===== config.mk =====
export PLATFORM = sky130hd
export DESIGN_NAME = temporizador_alarme
export DESIGN_NICKNAME = d
export VERILOG_FILES = /design/src/rtl/temporizador_alarme.sv
export SDC_FILE = /design/constraint.sdc
export NUM_CORES = 1
export LEC_CHECK = 0
export BUFFER_PORTS_ARGS = -buffer_cell sky130_fd_sc_hd__buf_2
export CAP_MARGIN = 10
export CORE_MARGIN = 3
export CORE_UTILIZATION = 53
export CTS_CLUSTER_DIAMETER = 40
export DETAILED_ROUTE_END_ITERATION = 16
export HOLD_SLACK_MARGIN = 0.12
export MAX_ROUTING_LAYER = met4
export PLACE_DENSITY = 0.82
export SYNTH_ARGS = -nofsm -noshare
export SYNTH_HDL_FRONTEND = slang
export SYNTH_SLANG_ARGS = --single-unit

===== constraint.sdc =====
create_clock -name clock -period 1.8 [get_ports clock]
set_input_delay 0.09 -clock clock [delete_from_list [all_inputs] [get_ports clock]]
set_output_delay 0.09 -clock clock [all_outputs]
set_load 0.01 [all_outputs]

===== src/rtl/temporizador_alarme.sv =====
// temporizador_alarme: alarm arm/disarm FSM with BCD countdown digits for two 7-segment decoders
//   clock, reset_n (async, active low); armar, desarmar, sensor: control inputs
//   dezena, unidade: BCD seconds remaining, 4'hF blanks; armado, sirene, estado: status
module temporizador_alarme #(
  parameter int DIV_TICK  = 50000000,
  parameter int T_SAIDA   = 30,
  parameter int T_ENTRADA = 15
) (
  input  logic       clock,
  input  logic       reset_n,
  input  logic       armar,
  input  logic       desarmar,
  input  logic       sensor,
  output logic [3:0] dezena,
  output logic [3:0] unidade,
  output logic       armado,
  output logic       sirene,
  output logic [2:0] estado
);
  localparam int PW = $clog2(DIV_TICK);
  localparam logic [2:0] DESARMADO = 3'd0;
  localparam logic [2:0] SAIDA     = 3'd1;
  localparam logic [2:0] ARMADO    = 3'd2;
  localparam logic [2:0] ENTRADA   = 3'd3;
  localparam logic [2:0] DISPARADO = 3'd4;
  logic [PW-1:0] pre_q, pre_d;
  logic [2:0] st_q, st_d;
  logic [3:0] dez_q, dez_d, uni_q, uni_d, dez_dec, uni_dec;
  logic arm_q, sir_q, tick, ultimo;
  assign tick    = pre_q == PW'(DIV_TICK - 1);
  // count <= 01 also covers a stray 00 so the countdown can never underflow
  assign ultimo  = dez_q == 4'd0 && uni_q <= 4'd1;
  assign dez_dec = uni_q == 4'd0 ? dez_q - 4'd1 : dez_q;
  assign uni_dec = uni_q == 4'd0 ? 4'd9 : uni_q - 4'd1;
  always_comb begin
    st_d  = st_q;
    dez_d = 4'hF;
    uni_d = 4'hF;
    case (st_q)
      DESARMADO: if (armar) begin
        st_d  = SAIDA;
        dez_d = 4'(T_SAIDA / 10);
        uni_d = 4'(T_SAIDA % 10);
      end
      SAIDA, ENTRADA: begin
        dez_d = tick ? dez_dec : dez_q;
        uni_d = tick ? uni_dec : uni_q;
        if (tick && ultimo) begin
          st_d  = st_q == SAIDA ? ARMADO : DISPARADO;
          dez_d = st_q == SAIDA ? 4'hF : 4'd0;
          uni_d = st_q == SAIDA ? 4'hF : 4'd0;
        end
      end
      ARMADO: if (sensor) begin
        st_d  = ENTRADA;
        dez_d = 4'(T_ENTRADA / 10);
        uni_d = 4'(T_ENTRADA % 10);
      end
      DISPARADO: begin
        dez_d = 4'd0;
        uni_d = 4'd0;
      end
      default: st_d = DESARMADO;
    endcase
    if (desarmar) begin
      st_d  = DESARMADO;
      dez_d = 4'hF;
      uni_d = 4'hF;
    end
  end
  // restarting on every state change makes each dwell an exact multiple of DIV_TICK
  assign pre_d = (st_d != st_q || tick) ? '0 : pre_q + PW'(1);
  always_ff @(posedge clock or negedge reset_n) begin
    if (!reset_n) begin
      st_q  <= DESARMADO;
      pre_q <= '0;
      dez_q <= 4'hF;
      uni_q <= 4'hF;
      arm_q <= 1'b0;
      sir_q <= 1'b0;
    end else begin
      st_q  <= st_d;
      pre_q <= pre_d;
      dez_q <= dez_d;
      uni_q <= uni_d;
      arm_q <= st_d == ARMADO || st_d == ENTRADA;
      sir_q <= st_d == DISPARADO;
    end
  end
  assign estado  = st_q;
  assign dezena  = dez_q;
  assign unidade = uni_q;
  assign armado  = arm_q;
  assign sirene  = sir_q;
endmodule


Word-level counts from Yosys, hierarchy flattened
Cells that the tools add are included.
Widths: inputs -> output; s select.
{"block": "classes", "magnitude_cmp": 1, "eq_ne": 11, "add_sub_neg": 3, "reduce_logical": 9, "mux": 22}
{"cell": "$mux 4", "count": 13}
{"cell": "$pmux 4 s4", "count": 2}
{"cell": "$add 26x1->26 const B", "count": 1}
{"cell": "$eq 26x26->1 const B", "count": 1}
{"cell": "$mux 26", "count": 1}
{"cell": "$mux 3", "count": 5}
{"cell": "$eq 3x2->1 const B", "count": 4}
{"cell": "$pmux 3 s4", "count": 1}
{"cell": "$logic_not 4->1", "count": 2}
{"cell": "$ne 4x4->1 const B", "count": 2}
{"cell": "$sub 4x1->4 const B", "count": 2}
{"cell": "$eq 3x3->1 const B", "count": 2}
{"cell": "$le 4x1->1 const B", "count": 1}
{"cell": "$eq 3x1->1 const B", "count": 1}
{"cell": "$logic_not 3->1", "count": 1}
{"cell": "$ne 3x3->1", "count": 1}
{"cell": "$logic_and 1x1->1", "count": 2}
{"cell": "$logic_or 1x1->1", "count": 2}
{"cell": "$reduce_and 2->1", "count": 1}
{"cell": "$reduce_or 2->1", "count": 1}
{"block": "totals", "register_bits": 39, "elab_cells": 52, "inputBits": 5, "out_inout_bits": 13}

Depth between registers and ports, before layout
Gate-level depths: netlist (run 1).
{"block": "logic_depth", "word_depth": 9, "ltp_mapped": 7, "mapped_depth_nobuf": 7}

Least setup slack after synthesis (run 1)
Ideal clock, no wire load.
{"block": "synth_path", "path_type": "reg2reg", "startpoint": "register pre_q[0]", "endpoint": "register dez_q[3], in the netlist dezena[3]", "n_path_buf": 0, "path_stages_with_launch": 7, "setup_ns": 0.083, "t_arrival_ns": 1.845, "period_less_slack_ns": 1.929, "setup_slack_ns": -0.129, "t_required_ns": 1.717, "path_cell_list": "dfrtp_1 -> ha_1 -> and4_1 -> nand4_2 -> o31ai_2 -> inv_1 -> o32a_1"}
{"block": "synth_via", "elab_chain_len": 5, "word_cells_on_any_way": 8, "classes_between": "3 x eq/ne; 3 x mux; 2 x reduce/logical"}
{"element": "from (decl)", "line_no": "26", "text": "logic [PW-1:0] pre_q, pre_d;"}
{"element": "from (signal assigned)", "line_no": "83", "text": "pre_q <= pre_d;"}
{"element": "$eq 26x26->1 *", "line_no": "30", "text": "assign tick = pre_q == PW'(DIV_TICK - 1);"}
{"element": "$logic_and 1x1->1", "line_no": "48", "text": "if (tick && ultimo) begin"}
{"element": "$mux 4", "line_no": "48"}
{"element": "$pmux 4 s4", "line_no": "39", "text": "case (st_q)"}
{"element": "$mux 4", "line_no": "65", "text": "if (desarmar) begin"}
{"element": "to (signal assigned)", "line_no": "84", "text": "dez_q <= dez_d;"}
{"element": "to (decl)", "line_no": "28", "text": "logic [3:0] dez_q, dez_d, uni_q, uni_d, dez_dec, uni_dec;"}
Mark *: on every way between the ends. The rest lies on a longest branch, timed or not.
A chain may end at the register's enable or synchronous reset.

Worst setup path after layout (run 1)
{"block": "layout_path", "startpoint": "register pre_q[9]", "endpoint": "register uni_q[3], in the netlist unidade[3]"}
{"block": "layout_via", "elab_chain_len": 5, "word_cells_on_any_way": 6, "classes_between": "2 x eq/ne; 3 x mux; 1 x reduce/logical"}
{"element": "$eq 26x26->1 *", "line_no": "30"}
{"element": "$logic_and 1x1->1", "line_no": "48"}
{"element": "$mux 4", "line_no": "48"}
{"element": "$pmux 4 s4", "line_no": "39"}
{"element": "$mux 4", "line_no": "65"}
{"element": "to (signal assigned)", "line_no": "85", "text": "uni_q <= uni_d;"}
{"element": "to (decl)", "line_no": "28"}
Marked as above.

==> out/qor.json, run 1 <==
{
  "worst_setup_path": {
    "crit_path_launch": "pre_q[9]",
    "rr_startpoint": "pre_q[9]",
    "crit_path_end_kind": "flip-flop",
    "startpoint_type": "flip-flop",
    "crit_fanout": 5,
    "crit_arrival_ns": 2.29,
    "r2r_setup_slack_ns": -0.25,
    "crit_type": "reg2reg",
    "crit_required_ns": 2.04
  },
  "timing": {
    "fmax_ghz": 0.4888,
    "worst_rel_slew_slack_pct": 72.77,
    "layout_worst_path_cycle_share_pct": 113.7,
    "finalSetupViolCount": 37,
    "timing.final.hold_violations": 0,
    "finalMaxSlewViolations": 0,
    "fin_skew_ns": 0.01058,
    "timing_worst_slew_pin_value_ns": 0.4047,
    "fin_crit_ns": 2.046,
    "rsz0062_at_grt": "yes",
    "postLayoutSetupSlackWorst_ns": -0.2459
  },
  "floorplanning": {
    "die_y_um": 70.39,
    "fp.dieArea_um2": 4954,
    "num_rows": 22,
    "ios": 18,
    "placeableCoreArea_um2": 3826,
    "start_util_pct": 57.42,
    "die_x_um": 70.39
  },
  "run": {
    "cap_violations": 0
  },
  "worst_hold_path": {
    "hold_path.class": "in2reg",
    "worst_hold_launch": "armar"
  },
  "synthesis": {
    "synth_cell_types": 47,
    "syn-num-nets": 231,
    "ys_warn_count": 0,
    "synth-edff-count": 0,
    "synth_area_per_cell_um2": 9.809,
    "postSynth.topFlopCell": "sky130_fd_sc_hd__dfrtp_1",
    "instance_count_of_the_mapped_netlist": 224,
    "async_reset_ff_share_pct": 100.0,
    "synth-seq-area-share_pct": 44.87,
    "ys_seq_elements": 39,
    "synth.cell_area_um2": 2197
  },
  "final_layout": {
    "post-route-cell-area_um2": 3095,
    "post_route_cells_drive_above_1_share_pct": 43.42,
    "antenna_cells_inserted": 0,
    "final_core_density_pct": 80.90,
    "nets": 310,
    "area.growth.synth_to_final_pct": 40.89
  },
  "power": {
    "power.static_leakage_nw": 1.371,
    "worst_ir_drop_vdd_mv": 0.7093,
    "power_density_nw_per_um2": 703.7
  },
  "routing": {
    "drt_iter0_drc": 201,
    "average_wire_per_cell_in_the_routed_design_um": 19.32,
    "wirelength_um": 6799,
    "dr_total_vias": 2218,
    "firstDrtPassIters": 7,
    "ant_nets": 0,
    "drc": 0,
    "route.detailed.vias_per_inst": 6.301
  },
  "clocking": {
    "cts_buffers": 5,
    "worst_setup_hold_path_clk_slew_ns": 0.09,
    "clock_sink_count": 39,
    "cts_tree": "yes",
    "h-tree-depth": 2,
    "clock_root_buffer": "sky130_fd_sc_hd__clkbuf_8",
    "clk-insertion-delay-late_ns": 0.31,
    "clock_tree.buffer_depth": 2
  },
  "placed_design": {
    "placement.io_buffers": 17,
    "hpwl_um": 3548,
    "dpl_worst_slack_ns": -0.1876,
    "detailed_place.area_um2": 2715,
    "place_congestion": 0.8385
  },
  "grt": {
    "vias_in_the_first_global_route": 2011,
    "grt.total_usage_pct": 24.98,
    "number_of_antenna_violations_at_the_first_check_in_global_routing": 0,
    "global_route.overflow_total": 0,
    "grt_first_pass_wirelength_um": 9494,
    "grt_start_max_net_pins": 40
  },
  "outcome": {
    "violations": "negative setup slack",
    "run_status": "finished with violations"
  }
}
==> Yosys cell counts, drive strengths merged (2+ instances only) <==
| master | n | area [um2] |
|---|---|---|
| o21ai | 6 | 30.02 |
| nand2 | 11 | 48.80 |
| and3 | 5 | 31.28 |
| o31ai | 2 | 20.02 |
| or3 | 4 | 25.02 |
| o22a | 4 | 36.29 |
| dfrtp | 31 | 775.7 |
| ha | 2 | 25.02 |
| nor4 | 8 | 80.08 |
| inv | 8 | 30.03 |
| nor2 | 29 | 108.9 |
| dfstp | 8 | 210.2 |
| a211oi | 6 | 45.04 |
| nand3 | 13 | 65.06 |
| nor4b | 2 | 47.55 |
| nor3 | 10 | 50.05 |
| xnor2 | 14 | 122.6 |
| and2 | 4 | 26.28 |
| a21oi | 12 | 60.06 |
| o31a | 2 | 17.52 |
| clkbuf | 5 | 18.77 |
| xor2 | 8 | 70.07 |
| a2bb2oi | 2 | 17.52 |
| and4 | 5 | 43.79 |
| nand4 | 7 | 65.06 |
| nand2b | 3 | 18.77 |
==> state kept, by name (all words and copies together), names as in the netlist <==
| name | cells |
|---|---|
| armado | 1 |
| dezena | 4 |
| estado | 3 |
| pre_q | 26 |
| sirene | 1 |
| unidade | 4 |
==> cell families after synthesis <==
| logic type | synth area share [%] |
|---|---|
| adder cells (fa/ha/maj) | 1.139 |
| AND/OR/NAND/NOR | 29.21 |
| buffers and inverters | 2.734 |
| AO/OA/AOI/OAI | 13.27 |
| flip-flops | 44.87 |
| XOR/XNOR | 8.770 |
==> cells in the final DEF, fill, tap and decap left out, types with 3 or more instances in the layout <==
cell type / Yosys / routed
sky130_fd_sc_hd__nand3_1: 13 / 12
sky130_fd_sc_hd__nand2b_1: 3 / 3
sky130_fd_sc_hd__nor4_1: 6 / 3
sky130_fd_sc_hd__nand2_2: 3 / 4
sky130_fd_sc_hd__and3_1: 5 / 5
sky130_fd_sc_hd__a211oi_2: 0 / 5
sky130_fd_sc_hd__a21oi_1: 12 / 9
sky130_fd_sc_hd__o21ai_0: 5 / 5
sky130_fd_sc_hd__dfrtp_1: 31 / 31
sky130_fd_sc_hd__buf_2: 0 / 17
sky130_fd_sc_hd__clkbuf_8: 0 / 6
sky130_fd_sc_hd__xor2_1: 8 / 8
sky130_fd_sc_hd__a21oi_2: 0 / 3
sky130_fd_sc_hd__dfstp_2: 8 / 8
sky130_fd_sc_hd__nand4_1: 5 / 5
sky130_fd_sc_hd__inv_1: 8 / 6
sky130_fd_sc_hd__o22a_1: 3 / 3
sky130_fd_sc_hd__xnor2_1: 14 / 14
sky130_fd_sc_hd__and4_1: 5 / 3
sky130_fd_sc_hd__buf_4: 0 / 53
sky130_fd_sc_hd__nor3_1: 10 / 8
sky130_fd_sc_hd__nand2_1: 8 / 7
sky130_fd_sc_hd__nor2_1: 29 / 29
sky130_fd_sc_hd__nor4_4: 2 / 3
sky130_fd_sc_hd__or3_1: 4 / 4
==> critical path, cell delays in order, from the launching register on <==
cell	delay, ns
sky130_fd_sc_hd__dfrtp_1	0.46
sky130_fd_sc_hd__nor4b_4	0.30
sky130_fd_sc_hd__buf_4	0.17
sky130_fd_sc_hd__nand4_4	0.16
sky130_fd_sc_hd__buf_4	0.19
sky130_fd_sc_hd__buf_4	0.13
sky130_fd_sc_hd__o21ai_2	0.15
sky130_fd_sc_hd__buf_4	0.15
sky130_fd_sc_hd__nand2b_1	0.07
sky130_fd_sc_hd__o22a_1	0.20
==> per-stage QoR <==
step / power [mW] / instances / hold slack (ns) / setup TNS [ns]
finish: 2.178 / 352 / 0.2599 / -4.278
global route: 2.249 / 352 / 0.3049 / -7.077
CTS: 2.110 / 344 / 0.2229 / -1.048
detailed placement: 1.341 / 331 / 0.07242 / -1.191
global placement: 1.327 / 331 / 0.06860 / -0.5624
floorplan: 1.164 / 224 / -0.2056 / -0.3742
==> final timing paths <==
check / end / depth (start not counted)
max in group asynchronous: unidade[3] / 3
max: unidade[3] / 9
min: unidade[0] / 3
min reg2reg: pre_q[13] / 2
max reg2reg: unidade[3] / 9
min in group asynchronous: pre_q[6] / 3
==> report_power, final <==
part / leakage, nW / switching, mW / internal (mW)
combinational: 0.798 / 0.205 / 0.204
clock: 0.0612 / 0.344 / 0.449
sequential: 0.512 / 0.0376 / 0.938
==> routing by layer <==
metal | up-vias | part of all wire (%) | routed length, um | GRT usage, %
li1 | 973 | - | - | -
met1 | 1097 | 40 | 2689 | 30.72
met2 | 123 | 51 | 3453 | 41.37
met3 | 25 | 6.8 | 459 | 5.324
met4 | 0 | 2.9 | 196 | 7.234
met5 | - | 0 | 0 | -
==> what timing repair did <==
item | CTS | global route
gates cloned | 0 | 3
hold endpoints to repair | 44 | 0
hold buffers | 2 | 0
endpoints found under the setup margin | 13 | 38
pin swaps | 12 | 13
buffers inserted | 3 | 5
resized for setup | 8 | 19
==> layout make-up <==
| class | instances | area (um2) |
|---|---|---|
| Multi-Input combinational cell | 171 | 1286 |
| Sequential cell | 39 | 985.9 |
| Inverter | 8 | 30.03 |
| Clock inverter | 2 | 35.03 |
| Clock buffer | 6 | 82.58 |
| Fill cell | 201 | 730.7 |
| Tap cell | 48 | 60.06 |
| Timing Repair Buffer | 78 | 615.6 |
Note: power is estimated with default switching activity, not from simulation.
==> run 2, diff against run 1 <==
--- a/config.mk
+++ b/config.mk
@@ -8,12 +8,12 @@
 export BUFFER_PORTS_ARGS = -buffer_cell sky130_fd_sc_hd__buf_2
 export CAP_MARGIN = 10
 export CORE_MARGIN = 3
-export CORE_UTILIZATION = 53
+export CORE_UTILIZATION = 55
 export CTS_CLUSTER_DIAMETER = 40
 export DETAILED_ROUTE_END_ITERATION = 16
 export HOLD_SLACK_MARGIN = 0.12
 export MAX_ROUTING_LAYER = met4
-export PLACE_DENSITY = 0.82
+export PLACE_DENSITY = 0.81
 export SYNTH_ARGS = -nofsm -noshare
 export SYNTH_HDL_FRONTEND = slang
 export SYNTH_SLANG_ARGS = --single-unit
==> constraint.sdc (replaced) <==
create_clock -name clock -period 2.6 [get_ports clock]
set_input_delay 0.13 -clock clock [delete_from_list [all_inputs] [get_ports clock]]
set_output_delay 0.13 -clock clock [all_outputs]
set_load 0.01 [all_outputs]
==> run 2 against run 1 <==
  * The flow now finishes without violations
  * Combinational power down 63%
  * Non-clock buffer count down 58
  * Maximum frequency down 5.3%
  * Global-route usage down 4.6 points
  * Sequential share of layout area up 8.0 points
  * Wire length down 36%
  * Highest routed layer unchanged
==> out/qor.json, run 2 (synthesis gave the netlist of run 1 again) <==
{
  "final_layout": {
    "multi_input_area": {"value": 1151, "unit": "um2", "change": "was 1286 um2"},
    "largest-register": {"value": "pre_q", "change": "unchanged"},
    "antenna_cells_inserted": {"value": 0, "change": "unchanged"},
    "final_core_density": {"value": 66.14, "unit": "%", "change": "was 80.90%"},
    "fill_cells": {"value": 296, "change": "was 201"},
    "nets": {"value": 252, "change": "was 310"},
    "largest_register_ff_count": {"value": 26, "change": "unchanged"},
    "ff_latch_area": {"value": 985.9, "unit": "um2", "change": "unchanged"},
    "post_route_cells_drive_above_1_share": {"value": 19.92, "unit": "%", "change": "was 43.42%"},
    "mostFrequentLayoutCell": {"value": "sky130_fd_sc_hd__dfrtp_1", "change": "was sky130_fd_sc_hd__buf_4"},
    "area.growth.synth_to_final": {"value": 12.70, "unit": "%", "change": "was 40.89%"},
    "post-route-cell-area": {"value": 2476, "unit": "um2", "change": "was 3095 um2"},
    "layout_common_cells": {"value": "31 x sky130_fd_sc_hd__dfrtp_1, 29 x sky130_fd_sc_hd__nor2_1, 17 x sky130_fd_sc_hd__buf_2", "change": "was 53 x sky130_fd_sc_hd__buf_4, 31 x sky130_fd_sc_hd__dfrtp_1, 29 x sky130_fd_sc_hd__nor2_1"},
    "final-instance-count-excl-fill": {"value": 294, "change": "was 352"}
  },
  "timing": {
    "finalSetupViolCount": {"value": 0, "change": "was 37"},
    "setup_tns": {"value": 0, "unit": "ns", "change": "was -4.278 ns"},
    "timing.final.hold_violations": {"value": 0, "change": "unchanged"},
    "fmax": {"value": 0.4628, "unit": "GHz", "change": "was 0.4888 GHz"},
    "layout_worst_path_cycle_share": {"value": 83.11, "unit": "%", "change": "was 113.7%"},
    "fin_worst_hold_slack": {"value": 0.2310, "unit": "ns", "change": "was 0.2599 ns"},
    "fin_skew": {"value": 0.01567, "unit": "ns", "change": "was 0.01058 ns"},
    "worst_rel_slew_slack": {"value": 43.46, "unit": "%", "change": "was 72.77%"},
    "fin_crit": {"value": 2.161, "unit": "ns", "change": "was 2.046 ns"},
    "rsz0062_at_grt": {"value": "no", "change": "was yes"},
    "timing_worst_slew_pin_value": {"value": 0.8481, "unit": "ns", "change": "was 0.4047 ns"},
    "finalMaxSlewViolations": {"value": 0, "change": "unchanged"},
    "postLayoutSetupSlackWorst": {"value": 0.4391, "unit": "ns", "change": "was -0.2459 ns"}
  },
  "placed_design": {
    "detailed_place.area": {"value": 2320, "unit": "um2", "change": "was 2715 um2"},
    "place_congestion": {"value": 0.8703, "change": "was 0.8385"},
    "place.detailed.instances": {"value": 284, "change": "was 331"},
    "placement.io_buffers": {"value": 17, "change": "unchanged"},
    "dpl_worst_slack": {"value": 0.4582, "unit": "ns", "change": "was -0.1876 ns"},
    "hpwl": {"value": 2998, "unit": "um", "change": "was 3548 um"}
  },
  "clocking": {
    "clock_sink_count": {"value": 39, "change": "unchanged"},
    "h-tree-depth": {"value": 2, "change": "unchanged"},
    "clk-insertion-delay-late": {"value": 0.31, "unit": "ns", "change": "about the same"},
    "clock_root_buffer": {"value": "sky130_fd_sc_hd__clkbuf_8", "change": "unchanged"},
    "worst_setup_hold_path_clk_slew": {"value": 0.09, "unit": "ns", "change": "about the same"},
    "cts_buffers": {"value": 5, "change": "unchanged"},
    "postCtsSetupBuffers": {"value": 0, "change": "was 3"},
    "cts_tree": {"value": "yes", "change": "unchanged"},
    "clock_tree.buffer_depth": {"value": 2, "change": "unchanged"},
    "cts_resized": {"value": 0, "change": "was 8"},
    "cts.hold.buffers_added": {"value": 2, "change": "unchanged"}
  },
  "floorplanning": {
    "ios": {"value": 18, "change": "unchanged"},
    "fp.dieArea": {"value": 4789, "unit": "um2", "change": "was 4954 um2"},
    "die_y": {"value": 69.21, "unit": "um", "change": "was 70.39 um"},
    "placeableCoreArea": {"value": 3744, "unit": "um2", "change": "was 3826 um2"},
    "start_util": {"value": 58.69, "unit": "%", "change": "was 57.42%"},
    "num_rows": {"value": 22, "change": "unchanged"},
    "die_x": {"value": 69.21, "unit": "um", "change": "was 70.39 um"}
  },
  "power": {
    "power.static_leakage": {"value": 1.059, "unit": "nW", "change": "was 1.371 nW"},
    "power_density": {"value": 590.5, "unit": "nW/um2", "change": "was 703.7 nW/um2"},
    "p_total": {"value": 1.462, "unit": "mW", "change": "was 2.178 mW"},
    "worst_ir_drop_vdd": {"value": 0.4087, "unit": "mV", "change": "was 0.7093 mV"}
  },
  "worst_setup_path": {
    "crit_arrival": {"value": 2.40, "unit": "ns", "change": "was 2.29 ns"},
    "max_stage_delay": {"value": 0.46, "unit": "ns", "change": "about the same"},
    "crit_path_end_kind": {"value": "flip-flop", "change": "unchanged"},
    "critical_path.slowest_cell": {"value": "sky130_fd_sc_hd__o31ai_2", "change": "was sky130_fd_sc_hd__dfrtp_1"},
    "startpoint_type": {"value": "flip-flop", "change": "unchanged"},
    "crit_type": {"value": "reg2reg", "change": "unchanged"},
    "crit_fanout": {"value": 6, "change": "was 5"},
    "r2r_setup_slack": {"value": 0.44, "unit": "ns", "change": "was -0.25 ns"},
    "crit_required": {"value": 2.84, "unit": "ns", "change": "was 2.04 ns"},
    "crit_family": {"value": "compound AO/OA/AOI/OAI gates", "change": "was buffers and inverters"},
    "worst_path_buffer_plus_inverter_count": {"value": 1, "change": "was 4"},
    "critical_path.cell_chain": {"value": "ha_1 -> and4_1 -> nand4_2 -> o31ai_2 -> inv_1 -> o32a_1", "change": "was nor4b_4 -> buf_4 -> nand4_4 -> buf_4 -> buf_4 -> o21ai_2 -> buf_4 -> nand2b_1 -> o22a_1"}
  },
  "grt": {
    "vias_in_the_first_global_route": {"value": 1690, "change": "was 2011"},
    "number_of_antenna_violations_at_the_first_check_in_global_routing": {"value": 0, "change": "unchanged"},
    "global_route.overflow_total": {"value": 0, "change": "unchanged"},
    "grt_start_max_net_pins": {"value": 40, "change": "unchanged"},
    "grt_first_pass_wirelength": {"value": 7707, "unit": "um", "change": "was 9494 um"},
    "grt.total_usage": {"value": 20.40, "unit": "%", "change": "was 24.98%"}
  },
  "worst_hold_path": {
    "hold_path.class": {"value": "in2reg", "change": "unchanged"}
  },
  "routing": {
    "drt_iter0_drc": {"value": 126, "change": "was 201"},
    "firstDrtPassIters": {"value": 4, "change": "was 7"},
    "route.detailed.vias_per_inst": {"value": 5.827, "change": "was 6.301"},
    "ant_nets": {"value": 0, "change": "unchanged"},
    "wirelength": {"value": 4334, "unit": "um", "change": "was 6799 um"},
    "dr_total_vias": {"value": 1713, "change": "was 2218"},
    "drc": {"value": 0, "change": "unchanged"},
    "average_wire_per_cell_in_the_routed_design": {"value": 14.74, "unit": "um", "change": "was 19.32 um"}
  },
  "run": {
    "cap_violations": {"value": 0, "change": "unchanged"}
  },
  "outcome": {
    "run_status": {"value": "finished clean", "change": "was finished with violations"}
  }
}
## run 2: routing by layer
layer | vias up | track usage (%) | wire length [um]
met4 | 0 | 7.592 | 74
met5 | - | - | 0
met3 | 9 | 4.928 | 112
li1 | 857 | - | -
met2 | 20 | 30.72 | 2045
met1 | 827 | 26.87 | 2102
## run 2: path summary, 6_finish.rpt
check / from / endpoint / depth (start not counted)
worst min register to register: pre_q[0] / pre_q[0] / 1
worst max-delay path: pre_q[0] / dezena[3] / 6
worst min-delay path: armar / unidade[2] / 3
max in group asynchronous: reset_n / pre_q[11] / 2
worst max register to register: pre_q[0] / dezena[3] / 6
min in group asynchronous: reset_n / armado / 2
## run 2: final cells by class
class / count / area share, %
inverter: 8 / 1.213
clock buffer: 5 / 2.779
tap: 48 / 2.425
clock inverter: 3 / 2.729
timing repair buffer: 20 / 4.548
sequential: 39 / 39.82
multi-input combinational: 171 / 46.49
## run 2: worst reg2reg max path: cells and delay by family, from the launching register on
family          cells  cell delay (ns)
simple gates        2             0.53
fa+ha+maj           1             0.22
flops               1             0.39
buf+inv             1             0.14
compound gates      2             0.82
## run 2: power by group
| part | internal, mW | leakage [nW] | switching [mW] |
|---|---|---|---|
| sequential | 0.650 | 0.512 | 0.0470 |
| combinational | 0.0661 | 0.483 | 0.0862 |
| clock | 0.383 | 0.0644 | 0.230 |
| total | 1.10 | 1.06 | 0.364 |
